$ cat src/rtl/cnt_ldctrl_pkg.sv
// Shared types and default widths for the counter load sequencer.
package cnt_ldctrl_pkg;
   localparam int CL_DW      = 4;
   localparam int CL_DEPTH   = 4;
   localparam int CL_DWELL_W = 4;

   typedef enum logic [1:0] {
      IDLE  = 2'd0,
      LOAD  = 2'd1,
      DWELL = 2'd2
   } state_t;

   typedef struct packed {
      logic [CL_DW-1:0]      value;
      logic [CL_DWELL_W-1:0] dwell;
   } req_entry_t;
endpackage

$ cat src/rtl/cnt_ldctrl_fifo.sv
// Request FIFO: DEPTH entries of req_entry_t, pointer pair plus level counter.
module cnt_ldctrl_fifo
   import cnt_ldctrl_pkg::*;
#(
   parameter  int DEPTH = CL_DEPTH,
   localparam int AW    = $clog2(DEPTH),
   localparam int LW    = AW + 1
) (
   input  logic          clk,
   input  logic          rst,
   input  logic          push,
   input  req_entry_t    din,
   input  logic          pop,
   output req_entry_t    head,
   output logic [LW-1:0] level,
   output logic          full,
   output logic          empty
);

   req_entry_t    mem [DEPTH];
   logic [AW-1:0] wr_ptr_r;
   logic [AW-1:0] rd_ptr_r;
   logic [LW-1:0] level_r;
   logic          push_ok_s;
   logic          pop_ok_s;

   assign full      = (level_r == LW'(DEPTH));
   assign empty     = (level_r == LW'(0));
   assign push_ok_s = push && !full;
   assign pop_ok_s  = pop && !empty;
   assign head      = mem[rd_ptr_r];
   assign level     = level_r;

   // Pointers and level; simultaneous push and pop leaves the level unchanged.
   always_ff @(posedge clk or posedge rst) begin
      if (rst) begin
         wr_ptr_r <= AW'(0);
         rd_ptr_r <= AW'(0);
         level_r  <= LW'(0);
      end else begin
         if (push_ok_s) wr_ptr_r <= wr_ptr_r + AW'(1);
         if (pop_ok_s)  rd_ptr_r <= rd_ptr_r + AW'(1);
         case ({push_ok_s, pop_ok_s})
            2'b10:   level_r <= level_r + LW'(1);
            2'b01:   level_r <= level_r - LW'(1);
            default: level_r <= level_r;
         endcase
      end
   end

   // Storage array; contents are don't-care until written, so no reset.
   always_ff @(posedge clk) begin
      if (push_ok_s) mem[wr_ptr_r] <= din;
   end

endmodule

$ cat src/rtl/counter_load_ctrl.sv
// Sequencer for a loadable up counter: queues {value, dwell} requests, issues one ld pulse
// per request, then free-runs for dwell cycles. Optional wrap flag: CNT_LDCTRL_WRAP_FLAG_EN.
module counter_load_ctrl
   import cnt_ldctrl_pkg::*;
#(
   parameter  int DW      = CL_DW,
   parameter  int DEPTH   = CL_DEPTH,
   parameter  int DWELL_W = CL_DWELL_W,
   localparam int LW      = $clog2(DEPTH) + 1
) (
   input  logic               clk,
   input  logic               rst,
   input  logic               req_valid,
   output logic               req_ready,
   input  logic [DW-1:0]      req_value,
   input  logic [DWELL_W-1:0] req_dwell,
   output logic               ld,
   output logic [DW-1:0]      ldvalue,
   input  logic [DW-1:0]      dout,
   output logic               busy,
   output logic               done,
   output logic [LW-1:0]      fifo_level,
   output logic               wrap_flag
);

   state_t             state_r, state_nxt;
   logic [DWELL_W-1:0] dwell_r, dwell_nxt;
   logic               ld_r, ld_nxt;
   logic [DW-1:0]      ldvalue_r, ldvalue_nxt;
   logic               done_r, done_nxt;
   logic               push_s, pop_s;
   logic               fifo_full_s, fifo_empty_s;
   req_entry_t         din_s, head_s;

   // Ready comes from the registered level only, so a same-cycle pop never frees a slot.
   assign req_ready = !fifo_full_s;
   assign push_s    = req_valid && req_ready;
   assign din_s     = '{value: req_value, dwell: req_dwell};

   cnt_ldctrl_fifo #(.DEPTH(DEPTH)) u_fifo (
      .clk   (clk),
      .rst   (rst),
      .push  (push_s),
      .din   (din_s),
      .pop   (pop_s),
      .head  (head_s),
      .level (fifo_level),
      .full  (fifo_full_s),
      .empty (fifo_empty_s)
   );

   // State and registered outputs.
   always_ff @(posedge clk or posedge rst) begin
      if (rst) begin
         state_r   <= IDLE;
         dwell_r   <= DWELL_W'(0);
         ld_r      <= 1'b0;
         ldvalue_r <= DW'(0);
         done_r    <= 1'b0;
      end else begin
         state_r   <= state_nxt;
         dwell_r   <= dwell_nxt;
         ld_r      <= ld_nxt;
         ldvalue_r <= ldvalue_nxt;
         done_r    <= done_nxt;
      end
   end

   // Next-state logic; ld_nxt is set only on the IDLE->LOAD step, so ld tracks LOAD exactly.
   always_comb begin
      state_nxt   = state_r;
      dwell_nxt   = dwell_r;
      ld_nxt      = 1'b0;
      ldvalue_nxt = ldvalue_r;
      done_nxt    = 1'b0;
      pop_s       = 1'b0;
      case (state_r)
         IDLE: begin
            if (!fifo_empty_s) begin
               pop_s       = 1'b1;
               ld_nxt      = 1'b1;
               ldvalue_nxt = head_s.value;
               dwell_nxt   = head_s.dwell;
               state_nxt   = LOAD;
            end else begin
               state_nxt = IDLE;
            end
         end
         LOAD: begin
            if (dwell_r == DWELL_W'(0)) begin
               done_nxt  = 1'b1;
               state_nxt = IDLE;
            end else begin
               state_nxt = DWELL;
            end
         end
         DWELL: begin
            dwell_nxt = dwell_r - DWELL_W'(1);
            if (dwell_r == DWELL_W'(1)) begin
               done_nxt  = 1'b1;
               state_nxt = IDLE;
            end else begin
               state_nxt = DWELL;
            end
         end
         default: state_nxt = IDLE;
      endcase
   end

   assign ld      = ld_r;
   assign ldvalue = ldvalue_r;
   assign done    = done_r;
   assign busy    = (state_r != IDLE) || !fifo_empty_s;

`ifdef CNT_LDCTRL_WRAP_FLAG_EN
   logic wrap_r;

   // Sticky wrap: all-ones seen in DWELL means the counter rolls over on this edge.
   always_ff @(posedge clk or posedge rst) begin
      if (rst) begin
         wrap_r <= 1'b0;
      end else if (pop_s) begin
         wrap_r <= 1'b0;
      end else if ((state_r == DWELL) && (dout == {DW{1'b1}})) begin
         wrap_r <= 1'b1;
      end else begin
         wrap_r <= wrap_r;
      end
   end

   assign wrap_flag = wrap_r;
`else
   logic unused_dout;

   assign unused_dout = ^dout;
   assign wrap_flag   = 1'b0;
`endif

endmodule
$ cat config.mk
export PLATFORM = sky130hd
export DESIGN_NAME = counter_load_ctrl
export DESIGN_NICKNAME = d
export VERILOG_FILES = /design/src/rtl/cnt_ldctrl_pkg.sv /design/src/rtl/cnt_ldctrl_fifo.sv /design/src/rtl/counter_load_ctrl.sv
export SDC_FILE = /design/constraint.sdc
export NUM_CORES = 1
export LEC_CHECK = 0
export BUFFER_PORTS_ARGS = -buffer_cell sky130_fd_sc_hd__buf_2
export CORE_UTILIZATION = 55
export DETAILED_ROUTE_END_ITERATION = 6
export PLACE_DENSITY = 0.76
export SLEW_MARGIN = 20
export SYNTH_ARGS = -nofsm -noshare
export SYNTH_HDL_FRONTEND = slang
export SYNTH_SLANG_ARGS = --single-unit
$ cat constraint.sdc
create_clock -name clk -period 6.1 [get_ports clk]
set_clock_uncertainty 0.2 [all_clocks]
set_input_delay 0 -clock clk [delete_from_list [all_inputs] [get_ports clk]]
set_output_delay 0 -clock clk [all_outputs]
set_load 0.005 [all_outputs]
==> impl_metrics.ini <==
[clocking]
clk_path_buf_depth = 2
post_cts_buffers = 0
htree_levels = 2
numCtsBuffers = 5
clkSinkCount = 50
insertion_delay_ns = 0.30
clkTransAtPathRegs_ns = 0.09
tritoncts = yes
root_buffer = clkbuf_8

[global_routing]
grt_pass1_wl_um = 6000
track_usage = 0.201
grt_max_degree = 19
antenna_found_initial = 0
grt-ovfl-total = 0
grt_pass1_vias = 1252

[power]
clock_power_share = 0.156
p_comb_frac = 0.374
switchingPower_uw = 430
pwr-share-seq = 0.470
peakVddDrop_uv = 276
power_density_nw_per_um2 = 479
internal_power_uw = 776
cellLeakagePower_uw = 0.00102
swShare = 0.357

[logic_synthesis]
ys_seq_elements = 50
synth_top_family_by_area = multiplexers
yosys.area_share.simple = 0.0794
synthArstFlopShare = 0.360
synth-compound-area-share = 0.0514
yosys.area_share.adder = 0.0777
syn_avg_cell_area_um2 = 15.0
yosysUniqueCellTypes = 37
synthesis.nets = 174
ys_seq_area_frac = 0.644
syn_inst = 146
yosysWarnings = 0
synth_xor_area_frac = 0.0240
synth-edff-count = 32
netlist_area_um2 = 2190
synthFlopType = edfxtp_1
synth_mux_area_frac = 0.0919

[detailed_routing]
wl_per_cell_um = 15.8
firstDrtPassIters = 4
wl_um = 3630
ant_nets = 0
viasPerCell = 5.28
vias = 1210
first_iter_violations = 70
drc = 0

[placed_design]
hpwl_um = 2480
dp_cells = 211
gp_congestion = 0.778
port_buffers = 21
post_dp_cell_area_um2 = 2330

[setup_path]
path_class = reg2reg
worstSetupStartpointType = flop
end_kind = flop
crit_fanout = 7
arrival_ns = 2.57
required_ns = 6.12

[floorplan]
die_h_um = 65.1
ios = 27
die_w_um = 65.1
die_area_um2 = 4240
start_util = 0.585
core_area_um2 = 3740
fp-row-count = 22

[timing]
maxSlewHeadroom = 0.536
worstMarginPinSlew_ns = 0.695
fin_setup_tns_ns = 0
rsz0062_at_grt = false
min_period_ns = 2.55
hold_viol = 0
fmax_mhz = 392
whs_ns = 0.142
timing.final.max_slew_violations = 0
setup_viol = 0
period_share = 0.418

[cells_and_area]
synthToLayoutAreaGrowth_pct = 14.8
fillCellCount = 284
fin_cells = 229
final_nets = 208
multi_input_comb_area_um2 = 714
drive_above_1_share = 0.227
design_area_um2 = 2520
n_antenna_cell = 0
regArea_um2 = 1410
utilization = 0.672

[flow_run]
cap_violations = 0

[min_path]
hp-class = in2async

[status]
status = completed
[cells in the mapped netlist (2+ instances only)]
library cell	count	area, um2
inv_1	9	33.8
dfrtp_1	18	450
edfxtp_1	32	961
mux2_1	2	22.5
nor2_1	6	22.5
a22oi_1	2	15.0
and3_1	4	25.0
xnor2_1	5	43.8
a21oi_1	5	25.0
nand2_1	17	63.8
nand2b_1	3	18.8
ha_1	12	150
mux4_2	7	158
[through the flow]
step	total power (uW)	setup WS, ns
floorplan	899	3.81
global placement	989	3.64
detailed placement	1020	3.51
CTS	1220	3.49
global route	1300	3.34
finish	1210	3.55
[critical path, cell delays in order (launching register included)]
cell and delay, ns:
dfrtp_1 0.47, o31ai_2 0.52, inv_2 0.16, ha_1 0.28, fa_1 0.39, xnor2_1 0.14
nor2_1 0.13, xor2_1 0.18
[final cells by class]
| class | instances | area share |
|---|---|---|
| Sequential cell | 50 | 0.561 |
| Inverter | 10 | 0.0149 |
| Clock buffer | 6 | 0.0288 |
| Clock inverter | 2 | 0.00597 |
| Timing Repair Buffer | 31 | 0.0816 |
| Multi-Input combinational cell | 82 | 0.284 |
| Tap cell | 48 | 0.0239 |
[routing by layer]
metal	wire length, um	track usage
met1	1580	0.250
met2	1830	0.345
met3	163	0.0469
met4	57	0.0734
met5	0	0
[kinds of logic (layout without fill, tap and decap cells)]
family / count (synthesis) / after routing
other cells: 1 / 1
buf+inv: 14 / 49
simple gates: 36 / 36
flops: 50 / 50
fa+ha+maj: 13 / 13
xor+xnor: 6 / 6
mux: 11 / 11
compound gates: 15 / 15
[worst paths after layout]
path | end | from | slack, ns | depth (start not counted)
max reg2reg | u_fifo.level[2] | u_fifo.level[0] | 3.55 | 7
min | dwell_r[2] | rst | 0.14 | 3
min in group clk | u_fifo.mem[1][6] | req_value[2] | 0.25 | 2
max in group asynchronous | u_fifo.wr_ptr_r[1] | rst | 5.12 | 3
max | u_fifo.level[2] | u_fifo.level[0] | 3.55 | 7
min reg2reg | ldvalue[1] | ldvalue[1] | 0.29 | 2
[sequential cells by signal, indices dropped and copies added, names as in the netlist]
register,count
state_r,2
u_fifo.mem,32
ldvalue,4
u_fifo.level,3
u_fifo.wr_ptr_r,2
dwell_r,4
u_fifo.rd_ptr_r,2
done,1
[cells in the final DEF, fill, tap and decap left out, drive strengths merged, types with 7 or more instances in the layout]
master,netlist,final
buf,3,21
dfrtp,18,18
dlygate4sd3,0,10
edfxtp,32,32
ha,12,12
inv,10,10
mux4,7,7
nand2,17,17
[power by group through the flow]
stage / logic [uW] / clock network [uW] / registers, uW
2_1_floorplan: 367 / 0 / 532
3_3_place_gp: 424 / 0 / 565
3_5_place_dp: 450 / 0 / 575
4_1_cts: 458 / 191 / 568
5_1_grt: 507 / 208 / 582
6_report: 451 / 188 / 566
[what timing repair did]
item,CTS,global route
endpoints found under the hold margin,52,0
hold buffers,10,0
resized for setup,0,0
No activity file was read; power rests on OpenSTA's default activity.
